## src/rtl/uart_alu_host.sv

```systemverilog
// Host-side command engine: pops (opcode, A, B) frames from the rx FIFO,
// runs a small ALU and pushes the one-byte result into the tx FIFO.
module uart_alu_host #(
    parameter int unsigned DBIT    = 8,
    parameter int unsigned TIMEOUT = 1_000_000,
    parameter int unsigned TO_W    = 20
) (
    input  logic            i_clk,
    input  logic            i_reset,
    input  logic            i_rx_empty,
    input  logic [DBIT-1:0] i_r_data,
    output logic            o_rd_uart,
    input  logic            i_tx_full,
    output logic            o_wr_uart,
    output logic [DBIT-1:0] o_w_data,
    output logic [DBIT-1:0] o_result,
    output logic            o_busy,
    output logic            o_done,
    output logic            o_err
);

    localparam logic [DBIT-1:0] OP_ADD = DBIT'(8'h20);
    localparam logic [DBIT-1:0] OP_SUB = DBIT'(8'h22);
    localparam logic [DBIT-1:0] OP_AND = DBIT'(8'h24);
    localparam logic [DBIT-1:0] OP_OR  = DBIT'(8'h25);
    localparam logic [DBIT-1:0] OP_XOR = DBIT'(8'h26);
    localparam logic [DBIT-1:0] OP_NOR = DBIT'(8'h27);
    localparam logic [DBIT-1:0] OP_SRL = DBIT'(8'h02);
    localparam logic [DBIT-1:0] OP_SRA = DBIT'(8'h03);

    typedef enum logic [2:0] {
        S_IDLE  = 3'd0,
        S_GET_A = 3'd1,
        S_GET_B = 3'd2,
        S_EXEC  = 3'd3,
        S_SEND  = 3'd4
    } state_e;

    state_e            state_q, state_d;
    logic [DBIT-1:0]   op_q, op_d;
    logic [DBIT-1:0]   a_q, a_d;
    logic [DBIT-1:0]   b_q, b_d;
    logic [DBIT-1:0]   result_q, result_d;
    logic [DBIT-1:0]   w_data_q, w_data_d;
    logic [TO_W-1:0]   cnt_q, cnt_d;
    logic              rd_q, rd_d;
    logic              wr_q, wr_d;
    logic              done_q, done_d;
    logic              err_q, err_d;
    logic              busy_q, busy_d;

    logic              pop_ok;
    logic [TO_W-1:0]   cnt_inc;
    logic              shift_big;
    logic [DBIT-1:0]   sra_res;
    logic [DBIT-1:0]   alu_res;

    function automatic logic op_valid(input logic [DBIT-1:0] op);
        case (op)
            OP_ADD, OP_SUB, OP_AND, OP_OR,
            OP_XOR, OP_NOR, OP_SRL, OP_SRA: return 1'b1;
            default:                        return 1'b0;
        endcase
    endfunction

    // ALU on the latched operands; shifts of DBIT or more saturate
    always_comb begin
        shift_big = (32'(b_q) >= DBIT);
        sra_res   = $signed(a_q) >>> b_q;
        alu_res   = '0;
        case (op_q)
            OP_ADD:  alu_res = a_q + b_q;
            OP_SUB:  alu_res = a_q - b_q;
            OP_AND:  alu_res = a_q & b_q;
            OP_OR:   alu_res = a_q | b_q;
            OP_XOR:  alu_res = a_q ^ b_q;
            OP_NOR:  alu_res = ~(a_q | b_q);
            OP_SRL:  alu_res = shift_big ? '0 : (a_q >> b_q);
            OP_SRA:  alu_res = shift_big ? {DBIT{a_q[DBIT-1]}} : sra_res;
            default: alu_res = '0;
        endcase
    end

    // The pop strobe is registered, so the FIFO head only advances one cycle
    // after the strobe; skip the flag check on that cycle to avoid a stale read.
    assign pop_ok  = !i_rx_empty && !rd_q;
    assign cnt_inc = cnt_q + TO_W'(1);

    always_comb begin
        state_d  = state_q;
        op_d     = op_q;
        a_d      = a_q;
        b_d      = b_q;
        result_d = result_q;
        w_data_d = w_data_q;
        cnt_d    = cnt_q;
        rd_d     = 1'b0;
        wr_d     = 1'b0;
        done_d   = 1'b0;
        err_d    = 1'b0;

        case (state_q)
            S_IDLE: begin
                cnt_d = '0;
                if (pop_ok) begin
                    rd_d = 1'b1;
                    op_d = i_r_data;
                    if (op_valid(i_r_data)) begin
                        state_d = S_GET_A;
                    end else begin
                        err_d = 1'b1;
                    end
                end
            end
            S_GET_A, S_GET_B: begin
                if (pop_ok) begin
                    rd_d  = 1'b1;
                    cnt_d = '0;
                    if (state_q == S_GET_A) begin
                        a_d     = i_r_data;
                        state_d = S_GET_B;
                    end else begin
                        b_d     = i_r_data;
                        state_d = S_EXEC;
                    end
                end else if (i_rx_empty) begin
                    if (cnt_inc == TO_W'(TIMEOUT - 1)) begin
                        err_d   = 1'b1;
                        cnt_d   = '0;
                        state_d = S_IDLE;
                    end else begin
                        cnt_d = cnt_inc;
                    end
                end
            end
            S_EXEC: begin
                result_d = alu_res;
                state_d  = S_SEND;
            end
            S_SEND: begin
                if (!i_tx_full) begin
                    wr_d     = 1'b1;
                    done_d   = 1'b1;
                    w_data_d = result_q;
                    state_d  = S_IDLE;
                end
            end
            default: state_d = S_IDLE;
        endcase

        busy_d = (state_d != S_IDLE);
    end

    always_ff @(posedge i_clk or negedge i_reset) begin
        if (!i_reset) begin
            state_q  <= S_IDLE;
            op_q     <= '0;
            a_q      <= '0;
            b_q      <= '0;
            result_q <= '0;
            w_data_q <= '0;
            cnt_q    <= '0;
            rd_q     <= 1'b0;
            wr_q     <= 1'b0;
            done_q   <= 1'b0;
            err_q    <= 1'b0;
            busy_q   <= 1'b0;
        end else begin
            state_q  <= state_d;
            op_q     <= op_d;
            a_q      <= a_d;
            b_q      <= b_d;
            result_q <= result_d;
            w_data_q <= w_data_d;
            cnt_q    <= cnt_d;
            rd_q     <= rd_d;
            wr_q     <= wr_d;
            done_q   <= done_d;
            err_q    <= err_d;
            busy_q   <= busy_d;
        end
    end

    assign o_rd_uart = rd_q;
    assign o_wr_uart = wr_q;
    assign o_w_data  = w_data_q;
    assign o_result  = result_q;
    assign o_busy    = busy_q;
    assign o_done    = done_q;
    assign o_err     = err_q;

endmodule

```

## config.mk

```make
export PLATFORM = sky130hd
export DESIGN_NAME = uart_alu_host
export DESIGN_NICKNAME = d
export VERILOG_FILES = /design/src/rtl/uart_alu_host.sv
export SDC_FILE = /design/constraint.sdc
export NUM_CORES = 1
export LEC_CHECK = 0
export CAP_MARGIN = 15
export CORE_MARGIN = 3
export CORE_UTILIZATION = 65
export CTS_BUF_LIST = sky130_fd_sc_hd__clkbuf_16
export DETAILED_ROUTE_END_ITERATION = 8
export GPL_TIMING_DRIVEN = 0
export HOLD_SLACK_MARGIN = 0.08
export PLACE_DENSITY = 0.85
export SYNTH_ARGS = -nofsm -noshare
export SYNTH_HDL_FRONTEND = slang
export SYNTH_SLANG_ARGS = --single-unit
```

## constraint.sdc

```tcl
create_clock -name i_clk -period 4.8 [get_ports i_clk]
set_clock_uncertainty 0.05 [all_clocks]
set_input_delay 0.72 -clock i_clk [delete_from_list [all_inputs] [get_ports i_clk]]
set_output_delay 0.72 -clock i_clk [all_outputs]
set_load 0.02 [all_outputs]
```

# Yosys cells after proc, flatten, opt, wreduce, memory -nomap -nowiden
# Cells that the tools add are included.
[word_totals] register_bits=67 out_inout_bits=21
[classes] reduce_logical=14 add_sub_neg=3 bitwise=6 shift=2 n_lt_le_gt_ge=1 n_eq_ne=22 muxes=28
[op_table] op="equality test 8 x 6 -> 1 bit, second input constant" count=12
[op_table] op="case mux 8 bit (8 select lines)" count=1
[op_table] op="two-way mux 20 bit" count=3
[op_table] op="case mux 20 bit (2 select lines)" count=1
[op_table] op="equality test 8 x 2 -> 1 bit, second input constant" count=4
[op_table] op="adder 20 x 1 -> 20 bit, second input constant" count=1
[op_table] op="equality test 20 bit, second input constant" count=1
[op_table] op="two-way mux 3 bit" count=6
[op_table] op="two-way mux 8 bit" count=2
[op_table] op="two-way mux 1 bit" count=13
[op_table] op="case mux 3 bit (4 select lines)" count=1
[op_table] op="adder 8 bit" count=1
[op_table] op="AND 8 bit" count=1
[op_table] op=">= comparator 8 x 4 -> 1 bit, second input constant" count=1
[op_table] op="NOT 8 bit" count=1
[op_table] op="OR 8 bit" count=1
[op_table] op="OR reduction 8 bit" count=1
[op_table] op=">> shifter 8 x 8 -> 8 bit" count=1
[op_table] op=">>> shifter 8 x 8 -> 8 bit" count=1
[op_table] op="subtractor 8 bit" count=1
[op_table] op="XOR 8 bit" count=1
[op_table] op="equality test 3 x 2 -> 1 bit, second input constant" count=2
[op_table] op="AND reduction 2 bit" count=3
[op_table] op="AND reduction 3 bit" count=2
[op_table] op="12 further kinds" count=14

# Longest topological paths before layout
# Gate-level depths: netlist of the first run.
[depth] word_depth=9 ltp_mapped=14 depth_no_buf=13

# Worst setup path after synthesis of the first run
# OpenSTA, ideal clock, no wires.
[synth_path] path_kind="register to register" start="register op_q[3]" end="register result_q[5] (netlist: o_result[5])" arrival_time_ns=3.008 setup_ns=0.128 slack_ns=1.614 stages_incl_launch_ff=14 cell_sequence="dfrtp_1 or4_1 or2_2 clkbuf_1 nor2_1 nor2_1 xnor2_1 ha_1 o21ai_0 a21boi_0 o21a_1 or3_1 a31oi_1 o21ai_1"
[synth_via] elab_chain_cells=2 elab_cells_between_ends=9
[synth_lines] item="start, declared" line="40" rtl="logic [DBIT-1:0] op_q, op_d;"
[synth_lines] item="start signal, assigned" line="170" rtl="op_q <= op_d;"
[synth_lines] item="equality test 8 x 2 -> 1 bit or equality test 8 x 6 -> 1 bit (tied branches)" line="71" rtl="case (op_q)"
[synth_lines] item="case mux 8 bit (8 select lines) (*)" line="71"
[synth_lines] item="end signal, assigned" line="173" rtl="result_q <= result_d;"
[synth_lines] item="end, declared" line="43" rtl="logic [DBIT-1:0] result_q, result_d;"
# Every way passes the cells marked *; elsewhere a longest branch is shown, timed or not.
# A chain may end at the register's enable or synchronous reset.

# Worst setup path after layout of the first run
[layout_path] start="register op_q[3]" end="register result_q[7] (netlist: o_result[7])"
# Same word-level chain as after synthesis.

==> results of run 1 <==
-- logic make-up after synthesis --
| family | after synthesis |
|---|---|
| XOR/XNOR | 13 |
| buffers and inverters | 63 |
| multiplexers | 48 |
| flip-flops | 67 |
| AND/OR/NAND/NOR | 197 |
| adder cells (fa/ha/maj) | 27 |
| AO/OA/AOI/OAI | 139 |
-- layout make-up --
cell class,count,area (um2),area share [%]
multi-input cells,424,2940,52.2
flip-flops and latches,67,1680,29.8
repair buffers,32,318,5.64
plain buffers,28,121,2.16
clock inverters,7,98.8,1.76
inverters,35,131,2.33
clock buffers,9,225,4.00
well taps,96,120,2.13
-- cell usage in the layout, fill, tap and decap left out, types with 12 or more instances in the layout --
cell type,count
dfrtp_1,67
nand2_1,56
nor2_1,37
o21ai_0,35
inv_1,33
clkdlybuf4s50_1,31
mux2_2,29
nand3_1,27
ha_1,26
a21oi_1,21
clkbuf_1,19
mux2i_1,16
or3_1,12
xnor2_1,12
nor3_1,12
-- worst register-to-register path: cells and delay by family (launching register included) --
kind | cells | cell delay [ns]
flops | 1 | 0.39
simple gates | 4 | 1.40
compound gates | 6 | 1.32
buf+inv | 1 | 0.20
xor+xnor | 1 | 0.16
fa+ha+maj | 1 | 0.34
-- metal layers --
metal | wire length, um | vias up
met5 | 0 | -
met4 | 354 | 0
met3 | 1340 | 50
met2 | 6490 | 301
met1 | 5660 | 2226
li1 | - | 2121
-- worst max path at each step --
stage                             start                       to  slack, ns  cells after the start
finish              op_q[3]$_DFFE_PN0P_  o_result[7]$_DFFE_PN0N_       0.82                     13
global route        op_q[3]$_DFFE_PN0P_  o_result[7]$_DFFE_PN0N_       0.61                     13
CTS                 op_q[3]$_DFFE_PN0P_  o_result[7]$_DFFE_PN0N_       0.94                     13
detailed placement  op_q[3]$_DFFE_PN0P_  o_result[7]$_DFFE_PN0N_       0.99                     13
global placement                i_reset    cnt_q[11]$_DFFE_PN0P_       0.85                      1
floorplan           op_q[3]$_DFFE_PN0P_  o_result[5]$_DFFE_PN0N_       1.61                     13
-- flip-flops by register name, summed over array words and instances, names as in the netlist --
signal     count
o_err          1
o_w_data       8
o_result       8
o_done         1
a_q            8
cnt_q         20
b_q            8
state_q        3
o_rd_uart      1
o_busy         1
op_q           8
-- report_power, final --
part           internal, W  switching, W  total [W]
Combinational     0.000667      0.000970    0.00164
Sequential        0.000697      0.000190   0.000887
Clock             0.000459      0.000274   0.000733
Total              0.00182       0.00143    0.00326
-- metrics by stage --
step / total power, W / utilization (%) / instances / hold slack [ns] / worst slack (ns)
floorplan: 0.00202 / - / 554 / 0.374 / 1.61
CTS: 0.00321 / 80.2 / 698 / 0.457 / 0.944
global route: 0.00348 / 80.2 / 698 / 0.486 / 0.607
detailed placement: 0.00247 / 75.6 / 682 / 0.444 / 0.987
finish: 0.00326 / 80.2 / 698 / 0.454 / 0.817
global placement: 0.00239 / 75.7 / 682 / 0.432 / 0.848
==> metrics.cfg, run 1 <==
[outcome]
status=completed

[synth]
synth-simple-area-share_pct=21.3
synth_common_cells=dfrtp_1, nand2_1, nor2_1, o21ai_0, inv_1
synth_xor_xnor_area_share_pct=2.34
avgSynthCellArea_um2=8.79
synthTopCellsByArea=dfrtp_1, mux2_2, ha_1, nand2_1, o21ai_0
synth_seq_cells=67
synth_most_common_cell=dfrtp_1
synth_area_um2=4870
ys.flop_type=dfrtp_1
synth_adder_area_share_pct=7.09
synth-edff-count=0
synthMuxAreaShare_pct=11.2
synth_top_family_by_area=simple AND/OR/NAND/NOR gates
ys_warn_count=0
async_reset_ff_share_pct=100
synth_compound_area_share_pct=18.5
synth_fp_nets=593
synthCells=554
ys_types=70
ys_seq_area_share_pct=34.4
yosysTopAreaCell=dfrtp_1
synth_top_area_share_pct=34.4

[critical_path]
arrival_ns=4.13
worstReg2RegEnd=o_result[7]$_DFFE_PN0N_
critPathBufInv=1
r2r.worst_path.cells=13
r2r-start=op_q[3]$_DFFE_PN0P_
r2r_setup_slack_ns=0.82
cpLargestDelayFamily=simple AND/OR/NAND/NOR gates
crit_required_ns=4.95
cp-start-kind=flip-flop
endpoint_kind=flip-flop
critPathKind=reg -> reg
cpMaxStageDelayCell=or4_1
slowest_delay_ns=0.59
crit_chain=or4_1 -> or2_2 -> clkbuf_1 -> nor2_1 -> nor2_1 -> xnor2_1 -> ha_1 -> o21ai_0 -> a21boi_0 -> o21a_1 -> o21ai_0 -> a211oi_1 -> o21ai_1
critPathMaxFanout=6

[die]
io_pins=33
die_area_um2=8570
die_w_um=92.6
core_area_um2=7020
num_rows=30
start_util_pct=69.4
die_y_um=92.6

[routing]
drtIter0Drc=527
vias=4698
wire_per_inst_um=19.8
via_per_inst=6.73
drc=0
drtPass1Iterations=6
ant_nets=0
routed_wl_um=13800

[clock_network]
path_clk_slew_ns=0.07
clock-root-buffer=clkbuf_16
cts_hold_buf=0
clock_path_buffers=2
cts_tree=yes
clock_sinks=67
numCtsBuffers=9
clock_latency_ns=0.34
htreeDepth=3
post_cts_resized=0
postCtsSetupBuffers=0

[pwr]
power_leakage_nw=2.38
peakVddDrop_uv=439
powerDensity_nw_per_um2=578

[place]
port_buffers=32
place_area_um2=5310
hpwl_um=9940
routabilityCongestion=1.05

[global_route]
use_met2_pct=53.9
grt_max_degree=68
grt_pass1_vias=4596
gr-max-usage-layer=met2
grt_pass1_wl_um=23000
antenna_found_initial=0
overflow=0
gr-usage-all-layers_pct=34.1
gr-usage-met3_pct=7.64
use_met1_pct=46.6

[final_layout]
fin_area_um2=5630
nets=636
drive_gt1_share_pct=11.0
area_delta_synth_final_pct=15.6
fillers=476
n_antenna_cell=0

[sta]
drv_slew=0
finalSetupTns_ns=0
setup_viol=0
relSlewSlack_pct=28.9
period_needed_ns=3.98
period_share_pct=83.0
tightest_slew_ns=1.06
rsz0062_at_grt=false
timing.fmax_mhz=251
hold_viol_final=0

[hold_path]
hold_path.class=in -> async

[flow_run]
cap_violations=0

Power figures use the tool's default switching activity.
==> inputs of run 2 (changes only) <==
--- a/config.mk
+++ b/config.mk
@@ -7,12 +7,12 @@
 export LEC_CHECK = 0
 export CAP_MARGIN = 15
 export CORE_MARGIN = 3
-export CORE_UTILIZATION = 65
+export CORE_UTILIZATION = 60
 export CTS_BUF_LIST = sky130_fd_sc_hd__clkbuf_16
 export DETAILED_ROUTE_END_ITERATION = 8
 export GPL_TIMING_DRIVEN = 0
 export HOLD_SLACK_MARGIN = 0.08
-export PLACE_DENSITY = 0.85
+export PLACE_DENSITY = 0.79
 export SYNTH_ARGS = -nofsm -noshare
 export SYNTH_HDL_FRONTEND = slang
 export SYNTH_SLANG_ARGS = --single-unit
==> constraint.sdc (replaced) <==
create_clock -name i_clk -period 4 [get_ports i_clk]
set_clock_uncertainty 0.05 [all_clocks]
set_input_delay 0.6 -clock i_clk [delete_from_list [all_inputs] [get_ports i_clk]]
set_output_delay 0.6 -clock i_clk [all_outputs]
set_load 0.02 [all_outputs]
==> run 2 against run 1 <==
Net effect: via count shrank 1.6%; final area grew 0.47%; sequential power grew 21%; worst setup slack lost 0.62 ns; global-route usage shrank 4.7 points; combinational power grew 18%; critical path type unchanged; sequential share of layout area shrank 0.14 points; highest routed layer unchanged; largest cell class unchanged.
==> metrics.cfg, run 2 (same netlist as run 1, synthesis figures left out) <==
[critical_path]
endpoint_kind=flip-flop
arrival_ns=3.95
cpLargestDelayFamily=simple AND/OR/NAND/NOR gates
critPathMaxFanout=6
cpMaxStageDelayCell=or4_1
crit_required_ns=4.15
r2r-start=op_q[3]$_DFFE_PN0P_
critPathBufInv=1
crit_chain=or4_1 -> or2_2 -> clkbuf_1 -> nor2_1 -> nor2_1 -> xnor2_1 -> ha_1 -> o21ai_0 -> a21boi_0 -> o21a_1 -> o21ai_0 -> a211oi_1 -> o21ai_1
slowest_delay_ns=0.61
cp-start-kind=flip-flop
critPathKind=reg -> reg
crit_start=op_q[3]$_DFFE_PN0P_

[routing]
ant_nets=0
drc=0
routed_wl_um=12800
drtIter0Drc=502
vias=4623
drtPass1Iterations=6
wire_per_inst_um=18.1
via_per_inst=6.57

[place]
hpwl_um=9250
dp_slack_ns=0.307
port_buffers=32
routabilityCongestion=1.03
place_area_um2=5320

[final_layout]
layout_common_cells=dfrtp_1, nand2_1, nor2_1
nets=636
largest_reg_flops=20
fin_area_um2=5660
top_register=cnt_q
fin_util_pct=72.5
n_antenna_cell=0
drive_gt1_share_pct=11.0
area_delta_synth_final_pct=16.2
fillers=588
mostFrequentLayoutCell=dfrtp_1

[pwr]
power_leakage_nw=2.40
powerDensity_nw_per_um2=692
peakVddDrop_uv=358

[die]
io_pins=33
die_y_um=96.1
die_w_um=96.1
core_area_um2=7810
start_util_pct=62.4
die_area_um2=9230
num_rows=32

[clock_network]
path_clk_slew_ns=0.06
htreeDepth=3
cts_hold_buf=0
clock_path_buffers=2
clock_sinks=67
clock_latency_ns=0.33
clock-root-buffer=clkbuf_16
numCtsBuffers=9
postCtsSetupBuffers=0
cts_tree=yes

[sta]
tightest_slew_ns=0.930
setup_viol=0
rsz0062_at_grt=false
hold_viol_final=0
relSlewSlack_pct=37.8
finalSetupTns_ns=0
drv_slew=0
timing.fmax_mhz=263
hold-worst-slack_ns=0.295
period_needed_ns=3.80
fin_ws_ns=0.200
period_share_pct=95.0

[global_route]
grt_pass1_wl_um=21000
gr-usage-all-layers_pct=29.3
antenna_found_initial=0
grt_pass1_vias=4267
grt_max_degree=68
overflow=0

[flow_run]
cap_violations=0

[hold_path]
hold_path.class=in -> async

[outcome]
status=completed

-- run 2: routing by layer --
layer	vias to the layer above	share of wire, %	track usage (%)
li1	2121	-	-
met1	2241	43	39.6
met2	223	48	47.1
met3	38	7.2	6.10
met4	0	2.2	9.48
met5	-	0	0
-- run 2: cell type report --
type                    instances  area [um2]  area share (%)
multi-input cells             424        2940            52.0
inverters                      35         131            2.32
repair buffers                 32         318            5.62
plain buffers                  28         123            2.17
flip-flops and latches         67        1680            29.6
clock buffers                   9         225            3.98
clock inverters                 7         116            2.06
well taps                     102         128            2.26
-- run 2: path summary, 6_finish.rpt --
path,end,slack [ns],cells after the start
setup / recovery,o_result[7]$_DFFE_PN0N_,0.20,13
hold / removal,a_q[2]$_DFFE_PN0P_,0.29,1
setup reg to reg,o_result[7]$_DFFE_PN0N_,0.20,13
hold reg to reg,o_w_data[7]$_DFFE_PN0P_,0.45,1
max in group asynchronous,o_result[5]$_DFFE_PN0N_,3.01,1
min in group i_clk,o_w_data[7]$_DFFE_PN0P_,0.45,1
-- run 2: repair_timing --
item,4_1_cts,5_1_grt
hold endpoints to repair,0,0
endpoints found under the setup margin,0,1
resized for setup,0,2
-- run 2: through the flow --
stage | total power, W | instances
2_1_floorplan | 0.00242 | 554
3_3_place_gp | 0.00286 | 688
3_5_place_dp | 0.00294 | 688
4_1_cts | 0.00386 | 704
5_1_grt | 0.00418 | 704
6_report | 0.00391 | 704
-- run 2: power breakdown --
| group | switching, W | internal [W] | total (W) |
|---|---|---|---|
| Sequential | 0.000229 | 0.000837 | 0.00107 |
| Clock | 0.000301 | 0.000608 | 0.000910 |
| Combinational | 0.00114 | 0.000801 | 0.00194 |
